`src/rtl/rr_fifo_pkg.sv`:
```
// Shared widths and helpers for the round-robin FIFO arbiter slice.
// entry_t itself depends on the payload type, so each instantiating scope declares it.
package rr_fifo_pkg;

  localparam int unsigned NUM_REQ_DEFAULT = 4;
  localparam int unsigned DEPTH_DEFAULT   = 8;
  localparam int unsigned SRC_W           = $clog2(NUM_REQ_DEFAULT);
  localparam int unsigned OCC_W           = $clog2(DEPTH_DEFAULT) + 1;

  function automatic int unsigned src_width(input int unsigned num_req);
    return $clog2(num_req);
  endfunction

  function automatic int unsigned occ_width(input int unsigned depth);
    return $clog2(depth) + 1;
  endfunction

endpackage

```
`src/rtl/circular_buffer.sv`:
```
// Circular buffer with a registered read port and an overwrite-oldest path on full writes.
// Synchronous active-high reset.
module circular_buffer #(
  parameter type         T     = logic [31:0],
  parameter int unsigned DEPTH = 8
) (
  input  logic                   clk,
  input  logic                   reset,
  input  logic                   write_en,
  input  T                       write_data,
  input  logic                   read_en,
  output T                       read_data,
  output logic                   full,
  output logic                   empty,
  output logic [$clog2(DEPTH):0] count
);

  localparam int unsigned AddrW = $clog2(DEPTH);

  T                 mem [DEPTH];
  logic [AddrW-1:0] wr_ptr_q, rd_ptr_q;
  logic [AddrW:0]   count_q;
  T                 read_data_q;
  logic             do_read, overwrite;

  assign full      = (count_q == (AddrW + 1)'(DEPTH));
  assign empty     = (count_q == '0);
  assign do_read   = read_en & ~empty;
  assign overwrite = write_en & full & ~do_read;
  assign read_data = read_data_q;
  assign count     = count_q;

  always_ff @(posedge clk) begin
    if (write_en) begin
      mem[wr_ptr_q] <= write_data;
    end
  end

  always_ff @(posedge clk) begin
    if (reset) begin
      wr_ptr_q    <= '0;
      rd_ptr_q    <= '0;
      count_q     <= '0;
      read_data_q <= T'('0);
    end else begin
      if (do_read) begin
        read_data_q <= mem[rd_ptr_q];
      end
      if (write_en) begin
        wr_ptr_q <= wr_ptr_q + 1'b1;
      end
      // Overwrite drops the oldest entry, so the read pointer moves with the write.
      if (do_read || overwrite) begin
        rd_ptr_q <= rd_ptr_q + 1'b1;
      end
      if (write_en && !do_read && !full) begin
        count_q <= count_q + 1'b1;
      end else if (do_read && !write_en) begin
        count_q <= count_q - 1'b1;
      end
    end
  end

endmodule

```
`src/rtl/rr_arbiter.sv`:
```
// Round-robin arbiter: combinational one-hot grant searched from a registered priority pointer.
// The pointer moves past the winner only when the caller reports an accepted transfer.
module rr_arbiter
  import rr_fifo_pkg::*;
#(
  parameter int unsigned NUM_REQ = 4
) (
  input  logic                       clk,
  input  logic                       reset,
  input  logic [NUM_REQ-1:0]         req,
  input  logic                       advance,
  output logic [NUM_REQ-1:0]         grant,
  output logic [$clog2(NUM_REQ)-1:0] grant_idx
);

  localparam int unsigned SrcW = src_width(NUM_REQ);

  logic [SrcW-1:0] rr_ptr_q, rr_ptr_d;
  logic            found;

  always_comb begin
    int unsigned     idx;
    logic [SrcW-1:0] cand;
    idx       = 0;
    cand      = '0;
    found     = 1'b0;
    grant_idx = '0;
    for (int unsigned k = 0; k < NUM_REQ; k++) begin
      idx  = (32'(rr_ptr_q) + k) % NUM_REQ;
      cand = SrcW'(idx);
      if (!found && req[cand]) begin
        found     = 1'b1;
        grant_idx = cand;
      end
    end
    grant            = '0;
    grant[grant_idx] = found;
  end

  always_comb begin
    rr_ptr_d = rr_ptr_q;
    if (advance) begin
      rr_ptr_d = (grant_idx == SrcW'(NUM_REQ - 1)) ? '0 : grant_idx + 1'b1;
    end
  end

  always_ff @(posedge clk) begin
    if (!reset) begin
      rr_ptr_q <= '0;
    end else begin
      rr_ptr_q <= rr_ptr_d;
    end
  end

endmodule

```
`src/rtl/rr_fifo_arbiter.sv`:
```
// Round-robin write arbiter feeding one shared circular buffer, with a valid/ready output
// stage that hides the buffer's registered read latency from the consumer.
module rr_fifo_arbiter
  import rr_fifo_pkg::*;
#(
  parameter int unsigned NUM_REQ = 4,
  parameter int unsigned DEPTH   = 8,
  parameter type         T       = logic [31:0]
) (
  input  logic                       clk,
  input  logic                       reset,
  input  logic [NUM_REQ-1:0]         req_valid,
  input  T                           req_data [NUM_REQ],
  output logic [NUM_REQ-1:0]         req_ready,
  output logic                       out_valid,
  output T                           out_data,
  output logic [$clog2(NUM_REQ)-1:0] out_src,
  input  logic                       out_ready,
  output logic [$clog2(DEPTH):0]     occupancy
);

  localparam int unsigned SrcW = src_width(NUM_REQ);
  localparam int unsigned OccW = occ_width(DEPTH);

  typedef struct packed {
    logic [SrcW-1:0] src;
    T                data;
  } entry_t;

  logic [NUM_REQ-1:0] grant;
  logic [SrcW-1:0]    grant_idx;
  logic               full, empty, pop, space, push;
  entry_t             wr_entry, rd_entry;
  logic [OccW-1:0]    buf_count, occ_q, occ_d;
  logic               out_valid_q, out_valid_d;

  rr_arbiter #(
    .NUM_REQ (NUM_REQ)
  ) u_arbiter (
    .clk       (clk),
    .reset     (reset),
    .req       (req_valid),
    .advance   (push),
    .grant     (grant),
    .grant_idx (grant_idx)
  );

  circular_buffer #(
    .T     (entry_t),
    .DEPTH (DEPTH)
  ) u_buffer (
    .clk        (clk),
    .reset      (~reset),
    .write_en   (push),
    .write_data (wr_entry),
    .read_en    (pop),
    .read_data  (rd_entry),
    .full       (full),
    .empty      (empty),
    .count      (buf_count)
  );

  assign pop   = ~empty & (~out_valid_q | out_ready);
  assign space = ~full | pop;
  // Gating with reset keeps a handshake in the reset cycle from counting as a transfer.
  assign req_ready = (reset && space) ? grant : '0;
  assign push      = |(req_valid & req_ready);
  assign wr_entry  = '{src: grant_idx, data: req_data[grant_idx]};

  assign out_valid = out_valid_q;
  assign out_data  = rd_entry.data;
  assign out_src   = rd_entry.src;
  assign occupancy = occ_q;

  always_comb begin
    out_valid_d = out_valid_q;
    if (pop) begin
      out_valid_d = 1'b1;
    end else if (out_ready) begin
      out_valid_d = 1'b0;
    end
  end

  always_comb begin
    occ_d = occ_q;
    unique case ({push, pop})
      2'b10:   occ_d = occ_q + 1'b1;
      2'b01:   occ_d = occ_q - 1'b1;
      default: ;
    endcase
  end

  always_ff @(posedge clk) begin
    if (!reset) begin
      out_valid_q <= 1'b0;
      occ_q       <= '0;
    end else begin
      out_valid_q <= out_valid_d;
      occ_q       <= occ_d;
    end
  end

  a_full_match:  assert property (@(posedge clk) disable iff (!reset)
                                  full == (occ_q == OccW'(DEPTH)));
  a_empty_match: assert property (@(posedge clk) disable iff (!reset) empty == (occ_q == '0));
  a_count_match: assert property (@(posedge clk) disable iff (!reset) occ_q == buf_count);
  a_no_overwr:   assert property (@(posedge clk) disable iff (!reset) !(push && full && !pop));

endmodule

```
`config.mk`:
```
export PLATFORM = sky130hd
export DESIGN_NAME = rr_fifo_arbiter
export DESIGN_NICKNAME = d
export VERILOG_FILES = /design/src/rtl/rr_fifo_pkg.sv /design/src/rtl/circular_buffer.sv /design/src/rtl/rr_arbiter.sv /design/src/rtl/rr_fifo_arbiter.sv
export SDC_FILE = /design/constraint.sdc
export NUM_CORES = 1
export LEC_CHECK = 0
export ABC_AREA = 1
export BUFFER_PORTS_ARGS = -buffer_cell sky130_fd_sc_hd__buf_2
export CELL_PAD_IN_SITES_DETAIL_PLACEMENT = 1
export CELL_PAD_IN_SITES_GLOBAL_PLACEMENT = 2
export CORE_MARGIN = 5
export CORE_UTILIZATION = 38
export CTS_BUF_LIST = sky130_fd_sc_hd__clkbuf_8
export CTS_CLUSTER_SIZE = 10
export DETAILED_ROUTE_END_ITERATION = 16
export PLACE_DENSITY = 0.85
export SLEW_MARGIN = 20
export SYNTH_ARGS = -nofsm -noshare
export SYNTH_HDL_FRONTEND = slang
export SYNTH_SLANG_ARGS = --single-unit
```
`constraint.sdc`:
```
create_clock -name clk -period 5.1 [get_ports clk]
set_input_delay 1.02 -clock clk [delete_from_list [all_inputs] [get_ports clk]]
set_output_delay 1.02 -clock clk [all_outputs]
set_load 0.05 [all_outputs]
```
== Word-level counts from Yosys, hierarchy flattened ==
Memories as Yosys holds them, arrays and structs flattened. A register that Yosys moved wholly into a read port is not among the register bits.
Index checks and enable logic that the tools add are counted.
Widths: inputs -> output; s select.

* Bitwise gates (word level): 13
* Add/sub/neg operators: 10
* Magnitude comparators: 7
* Reductions and logical operators: 21
* Multiplexer cells: 30
* Eq/ne operators: 4

{| class="wikitable"
|+ Operators with widths
! cell !! number
|-
| $bmux 32 s2 || 1
|-
| $mux 32 || 2
|-
| $lt 2x3->1 const B || 5
|-
| $mux 1 || 13
|-
| $mux 4 || 3
|-
| $mux 2 || 5
|-
| $add 4x1->4 const B || 2
|-
| $and 4x4->4 || 2
|-
| $bmux 1 s2 || 4
|-
| $logic_and 1x1->1 || 8
|-
| $pmux 4 s2 || 1
|-
| $sub 4x1->4 const B || 2
|-
| $logic_not 1->1 || 7
|-
| $add 3x1->3 const B || 2
|-
| $reduce_bool 2->1 || 3
|-
| $add 2x1->2 const B || 2
|-
| $add 2x2->2 const B || 2
|-
| $and 1x1->1 || 4
|-
| $eq 2x2->1 const B || 2
|-
| $eq 4x4->1 const B || 1
|-
| $logic_not 4->1 || 1
|-
| $not 1->1 || 4
|-
| $reduce_or 4->1 || 1
|-
| $ge 3x3->1 const B || 1
|-
| 6 further kinds || 7
|}

* Input bits: 135
* Flip-flop bits (word level): 17
* Bits in writable memories: 272
* Memories: 1
* Output and inout bits: 43
* Logic and storage cells: 92

{| class="wikitable"
|+ Memory list
! memory !! depth !! bits a word !! rd ports !! clocked after Yosys merged registers in !! write ports !! line !! source
|-
| u_buffer.mem || 8 || 34 || 1 || 1 || 1 || circular_buffer.sv:20 || <nowiki>T mem [DEPTH];</nowiki>
|}

== Longest topological paths before layout ==
Gate-level depths: netlist of run 1.

* Depth after elaboration: 24
* Depth in mapped cells: 25

== Hierarchy ==
A second synthesis of run 1 with hierarchy kept.

* Cells, all modules: 1,362
* Area total of the unflattened synthesis: 14,292.5 µm²

{| class="wikitable"
|+ Modules (own cells, without submodules)
! module !! sequential area each (µm²) !! times used !! area an instance (µm²) !! cells an instance
|-
| circular_buffer || 9,048.7 || 1 || 12,480.7 || 1,038
|-
| rr_fifo_arbiter || 100.1 || 1 || 1,325.0 || 243
|-
| rr_arbiter || 40.0 || 1 || 486.7 || 81
|}

== Least setup slack after synthesis of run 1 ==
No wires, ideal clock.

* Kind: input port to flip-flop
* From: in req_valid[1]
* To: mem u_buffer.mem[1][0] (netlist name), enable pin
* Path buffers: 1
* Setup slack: 0.308 ns
* Arrival time: 4.367 ns
* Stages: 19
* Cells stage by stage: inv_1 -> nand2_2 -> nand3_1 -> nand2_2 -> inv_2 -> nand2_1 -> nand2_1 -> nand2_1 -> nor2_1 -> ha_1 -> nand2_1 -> nor2_2 -> nand2_1 -> nand2_2 -> nor2_4 -> buf_6 -> nor2_1 -> inv_1 -> nor2_1

* Word-level cells in the longest chain between the ends: 22

{| class="wikitable"
|+ Ends and longest elaborated chain
! element !! line !! source
|-
| start: declaration || rr_fifo_arbiter.sv:12 || <nowiki>input logic [NUM_REQ-1:0] req_valid,</nowiki>
|-
| $bmux 1 s2 || rr_arbiter.sv:31 || <nowiki>if (!found && req[cand]) begin</nowiki>
|-
| $mux 1 (implied by the code) || rr_arbiter.sv:31 ||
|-
| $mux 1 || rr_arbiter.sv:31 ||
|-
| $logic_not 1->1 || rr_arbiter.sv:31 ||
|-
| $logic_and 1x1->1 || rr_arbiter.sv:31 ||
|-
| $mux 1 || rr_arbiter.sv:31 ||
|-
| $logic_not 1->1 || rr_arbiter.sv:31 ||
|-
| $logic_and 1x1->1 || rr_arbiter.sv:31 ||
|-
| [7 not listed] || n/a ||
|-
| $demux 1 s2 || n/a ||
|-
| $and 4x4->4 (no line) (*) || n/a ||
|-
| $mux 4 (*) || rr_fifo_arbiter.sv:66 || <nowiki>assign req_ready = (reset && space) ? grant : '0;</nowiki>
|-
| net req_ready[3] || rr_fifo_arbiter.sv:14 || <nowiki>output logic [NUM_REQ-1:0] req_ready,</nowiki>
|-
| $and 4x4->4 (*) || rr_fifo_arbiter.sv:67 || <nowiki>assign push = |(req_valid & req_ready);</nowiki>
|-
| $reduce_or 4->1 (*) || rr_fifo_arbiter.sv:67 ||
|-
| $mux 1 (*) || circular_buffer.sv:34 || <nowiki>if (write_en) begin</nowiki>
|-
| $mux 1 (implied by the code) (*) || circular_buffer.sv:35 || <nowiki>mem[wr_ptr_q] <= write_data;</nowiki>
|-
| end: declaration || circular_buffer.sv:20 ||
|}

Mark *: on every way through the listed nets, which the timed path passes. The rest lies on a longest branch. The select of a mux whose other input is x is not followed.

== Worst setup path after layout of run 1 ==
* From: reg u_arbiter.rr_ptr_q[0]
* To: out req_ready[1]

* Word-level cells in the longest chain between the ends: 18

{| class="wikitable"
|+ Ends and longest elaborated chain
! element !! line !! source
|-
| start: declaration || rr_arbiter.sv:18 || <nowiki>logic [SrcW-1:0] rr_ptr_q, rr_ptr_d;</nowiki>
|-
| start signal: assignment || rr_arbiter.sv:51 || <nowiki>rr_ptr_q <= rr_ptr_d;</nowiki>
|-
| branches (longest 16 deep; another with $lt 2x3->1) || n/a ||
|-
| $and 4x4->4 (no line) (*) || n/a ||
|-
| $mux 4 (*) || rr_fifo_arbiter.sv:66 ||
|-
| end: declaration || rr_fifo_arbiter.sv:14 ||
|}

Mark *: on every way between the ends. The select of a mux whose other input is x is not followed.

==> results of run 1 <==
## logic make-up (layout without fill, tap and decap cells)
group	after synthesis	after routing	synth area share [%]
xor gates and xnor gates	4	4	0.256
AOI/OAI and AO/OA	403	403	16.6
adders and majority gates	10	10	1.02
DFF	323	323	67.2
and+or+nand+nor	342	342	11.1
buffers and inverters	127	336	3.76
## worst min path at each step
stage                                     from                   end  slack [ns]
after global routing      u_buffer.wr_ptr_q[0]  u_buffer.wr_ptr_q[0]        0.52
final                     u_buffer.wr_ptr_q[0]  u_buffer.wr_ptr_q[0]        0.50
after floorplan           u_buffer.wr_ptr_q[0]  u_buffer.wr_ptr_q[0]        0.46
after detailed placement  u_buffer.wr_ptr_q[0]  u_buffer.wr_ptr_q[0]        0.49
after global placement    u_buffer.wr_ptr_q[0]  u_buffer.wr_ptr_q[0]        0.47
after CTS                 u_buffer.wr_ptr_q[0]  u_buffer.wr_ptr_q[0]        0.50
## synthesized netlist by cell type (all sizes together)
cell type  number  share of area, %
a31oi           2             0.091
o21ai         254               9.3
nand3          82               3.3
ha              8              0.73
o22ai          34               1.6
o211ai         32               1.8
dfxtp          51               7.5
nand4           1             0.046
a211oi          1             0.055
o221ai         34               2.2
nor2          196               5.6
edfxtp        272                60
buf            23              0.91
nand2          60               1.9
inv            38               1.0
xor2            1             0.064
fa              2              0.29
a21oi          46               1.7
and2            1             0.046
nand3b          2              0.23
clkbuf         66               1.8
xnor2           3              0.19
## critical path, cell delays in order (launching register included)
cell     delay (ns)
dfxtp_1        0.62
inv_2          0.21
nand2_1        0.15
nand3_2        0.11
nand2_2        0.17
inv_2          0.07
nand3_1        0.09
nand3_1        0.12
nor2_4         0.10
buf_4          0.35
nand3_2        0.14
inv_1          0.08
buf_2          0.26
## routing by layer
metal,up-vias,global-route usage (%)
met5,-,0
met4,0,5.36
met3,50,3.25
met2,295,34.7
met1,5145,23.4
li1,4798,-
## through the flow
stage	worst slack [ns]	instance area (um2)	util (%)	hold WS (ns)	std cells
after floorplan	0.308	13700	-	0.460	1209
after global placement	1.11	15100	42.4	0.472	1779
after detailed placement	0.994	15100	42.4	0.489	1779
after CTS	0.956	16200	45.4	0.498	1878
after global routing	0.772	16200	45.5	0.518	1879
final	1.04	16200	45.5	0.498	1879
## state kept, by name (all words and copies together) (netlist names)
signal and cells:
out_valid 1, u_buffer.wr_ptr_q 3, u_buffer.mem 272, u_buffer.count 4, u_buffer.rd_ptr_q 3, u_buffer.read_data 34
occupancy 4, u_arbiter.rr_ptr_q 2
## layout by cell type (no fill, tap or decap), types with 34 or more instances in the layout
cell / count
edfxtp_1: 272
o21ai_0: 252
nor2_1: 182
buf_2: 177
nand3_1: 75
clkbuf_8: 64
inv_1: 56
nand2_1: 48
dfxtp_1: 48
a21oi_1: 46
o22ai_1: 34
o221ai_1: 34
## report_power, final
group | leakage, uW | internal [uW] | switching (uW)
clock | 0.000630 | 1240 | 1010
combinational | 0.00235 | 1270 | 4080
sequential | 0.00289 | 4390 | 229
total | 0.00587 | 6900 | 5320
## final cells by class
cell class              count  area, um2
multi-input cells         759       4060
well taps                 461        577
clock buffers              64        881
clock inverters            35        205
fillers                  3876      19400
inverters                  38        145
repair buffers            199       1120
flip-flops and latches    323       9200
==> results.cfg, run 1 <==
[sta]
grt_setup_unrepaired = no
fin_crit_sh_pct = 79.7
slew_violations = 0
finalHoldViolations = 0
tightest_slew_ns = 0.884
finalCriticalPeriod_ns = 4.06
skew_ns = 0.0201
setup-tns-final_ns = 0
finalSetupViolations = 0
slew_headroom_pct = 41.1
max_freq_ghz = 0.246

[worst_setup_path]
rr_worst_depth = 23
crit_path_start = u_arbiter.rr_ptr_q[0]
critical_path.max_fanout = 33
worstSetupPathType = flop to output port
r2r_start = u_arbiter.rr_ptr_q[0]
crit_required_ns = 4.08
r2r-end = occupancy[3]
worst_setup_path_start_kind = flop
cp-endpoint = req_ready[1]
ff2ff_setup_slack_ns = 1.32
crit_arrival_ns = 3.04
endpoint_kind = output port

[cts]
cts_root_buf = clkbuf_8
clkLatencyLatePin_ns = 0.56
hold_buffers = 0
cts_resized = 0
cts_setup_buffers = 0
cts.sinks = 323
cts_max_level = 2
cts_made_buffers = 53
cts_tree = yes
cts.path.max_buffers = 3
path_clk_slew_ns = 0.06

[routing]
drtPass1Iterations = 5
met3WireLength_um = 2090
m1WireLength_um = 16000
drt-initial-drc-count = 557
detail-route-antenna-nets = 0
wl_met2_um = 19700
wl_per_cell_um = 20.5
avgViaCountPerCell = 5.48
routed-via-count = 10300
drc = 0
highest_layer = met4
drt_wl_total_um = 38600

[floorplan]
initial_core_util_pct = 38.4
core_area_um2 = 35600
dieArea_um2 = 39900
fp.dieH_um = 200
ios = 178
die_w_um = 200
fp-row-count = 69

[synthesis]
syn_avg_cell_area_um2 = 11.3
synth.distinct_cells = 35
syn_inst = 1209
ys_ff_latch = 323
syn-num-nets = 1354
syn-cell-area_um2 = 13700
yosysWarnings = 0
ys_seq_area_share_pct = 67.2

[pwr]
ir_drop_v = 0.000367
powerDensity_nw_per_um2 = 755
p_total_uw = 12200
p_leak_uw = 0.00587

[placement]
gp_congestion = 0.766
dp_hpwl_um = 23100
portBuffers = 177

[layout]
synthToLayoutAreaGrowth_pct = 18.3
nets = 1519
n_antenna_cell = 0
layout-drive-gt1-share_pct = 22.4

[grt]
antenna_found_initial = 0
track_usage_pct = 19.1
grt_pass1_wl_um = 60300
grt_pass1_vias = 11200
grt_max_degree = 108
overflow = 0

[run]
cap_violations = 0

[min_path]
holdCritPathClass = flop to flop
min_path_cells = 2

[outcome]
outcome = finished, final reports clean
Note: power is estimated with default switching activity, not from simulation.
==> run 2, diff against run 1 <==
==> constraint.sdc (replaced) <==
create_clock -name clk -period 3.82 [get_ports clk]
set_input_delay 0.764 -clock clk [delete_from_list [all_inputs] [get_ports clk]]
set_output_delay 0.764 -clock clk [all_outputs]
set_load 0.05 [all_outputs]
==> results.cfg, run 2 (synthesis results as in run 1) <==
[sta]
slew_violations = 0
tightest_slew_ns = 1.05
setup_ws_ns = 0.399
finalSetupViolations = 0
max_freq_ghz = 0.292
grt_setup_unrepaired = no
skew_ns = 0.0188
finalHoldViolations = 0
slew_headroom_pct = 30.1
finalCriticalPeriod_ns = 3.42
fin_crit_sh_pct = 89.6
setup-tns-final_ns = 0

[grt]
grt_pass1_wl_um = 59900
grt_pass1_vias = 10900
track_usage_pct = 19.1
overflow = 0
antenna_found_initial = 0
grt_max_degree = 107

[placement]
dp.cells = 1804
portBuffers = 177
dp_hpwl_um = 23500
place_ws_ns = 0.158
gp_congestion = 0.757

[worst_setup_path]
r2r_start = u_arbiter.rr_ptr_q[0]
r2r-end = u_buffer.count[3]
worstSetupPathType = flop to flop
worst_setup_path_start_kind = flop
crit_path_start = u_arbiter.rr_ptr_q[0]
path_common_cell = nand2_1
endpoint_kind = flop
slowest_delay_ns = 0.49
rr_worst_depth = 25
critPathSlowestCell = dfxtp_1
crit_arrival_ns = 3.89
crit_required_ns = 4.29
ff2ff_setup_slack_ns = 0.40
critical_path.max_fanout = 6

[layout]
nets = 1542
layout-drive-gt1-share_pct = 23.3
largest_register_ffs = 272
synthToLayoutAreaGrowth_pct = 19.1
n_antenna_cell = 0
regMostFlops = u_buffer.mem
final_common_cell = edfxtp_1
final_cells = 1898
layout_common_cells = 272 x edfxtp_1, 252 x o21ai_0, 182 x nor2_1
fill_cells = 3922

[routing]
detail-route-antenna-nets = 0
drc = 0
routed-via-count = 10300
wl_per_cell_um = 20.2
avgViaCountPerCell = 5.44
drtPass1Iterations = 5
drt-initial-drc-count = 549
drt_wl_total_um = 38400

[cts]
cts_setup_buffers = 0
cts_made_buffers = 52
cts_resized = 0
cts_tree = yes
clkLatencyLatePin_ns = 0.58
cts.path.max_buffers = 3
path_clk_slew_ns = 0.06
cts.sinks = 323
cts_root_buf = clkbuf_8
cts_max_level = 2
hold_buffers = 0

[floorplan]
dieArea_um2 = 39900
die_w_um = 200
fp.dieH_um = 200
ios = 178
fp-row-count = 69
initial_core_util_pct = 38.4
core_area_um2 = 35600

[pwr]
ir_drop_v = 0.000458
powerDensity_nw_per_um2 = 1010
p_leak_uw = 0.00593

[run]
cap_violations = 0

[min_path]
holdPathEnd = u_buffer.wr_ptr_q[0]
holdCritPathClass = flop to flop
worstHoldStart = u_buffer.wr_ptr_q[0]
min_path_cells = 2

[outcome]
outcome = finished, final reports clean
-- run 2: cell types whose count changed in the layout (fill, tap and decap cells not counted) --
| cell | change |
|---|---|
| buf_12 | +4 |
| buf_16 | -1 |
| buf_4 | +21 |
| bufinv_16 | -1 |
| clkbuf_8 | -6 |
| clkinv_1 | +5 |
| clkinv_2 | +3 |
| clkinv_4 | -1 |
| clkinvlp_4 | -1 |
| inv_1 | -4 |
-- run 2: worst max-delay path by stage --
stage	endpoint	cells after the start
after floorplan	u_buffer.mem[1][0]	19
after global placement	occupancy[3]	24
after detailed placement	u_buffer.count[3]	24
after CTS	req_ready[3]	13
after global routing	u_buffer.count[3]	25
final	u_buffer.count[3]	25
-- run 2: metal layers --
layer	up-vias	track usage, %	wire length (um)
li1	4849	-	-
met1	5176	24.3	16400
met2	253	34.2	19600
met3	46	3.20	1850
met4	0	4.10	515
met5	-	0	0
-- run 2: through the flow --
step,hold WS [ns],total power (uW),cell area [um2],util (%)
finish,0.492,16400,16300,45.8
global route,0.533,17600,16300,45.8
CTS,0.497,16600,16300,45.8
detailed placement,0.490,13800,15300,43.0
global placement,0.477,13500,15300,43.0
floorplan,0.460,11000,13700,-
-- run 2: layout make-up --
class / instances / area, um2 / share of cell area (%)
clock inverters: 36 / 178 / 1.09
multi-input cells: 759 / 4060 / 24.9
inverters: 38 / 145 / 0.892
clock buffers: 58 / 798 / 4.90
flip-flops and latches: 323 / 9200 / 56.5
well taps: 461 / 577 / 3.54
repair buffers: 223 / 1330 / 8.18
-- run 2: power by group --
group	switching, uW	total [uW]	internal [uW]	leakage, uW
clock	1320	2780	1450	0.000566
combinational	5460	7500	2030	0.00247
sequential	320	6150	5830	0.00289
total	7110	16400	9320	0.00593
-- run 2: worst max-delay path, delay by kind of cell (launching register included) --
kind / cells / cell delay (ns)
fa+ha+maj: 2 / 0.49
flops: 1 / 0.49
compound gates: 2 / 0.50
buf+inv: 2 / 0.28
simple gates: 19 / 1.55
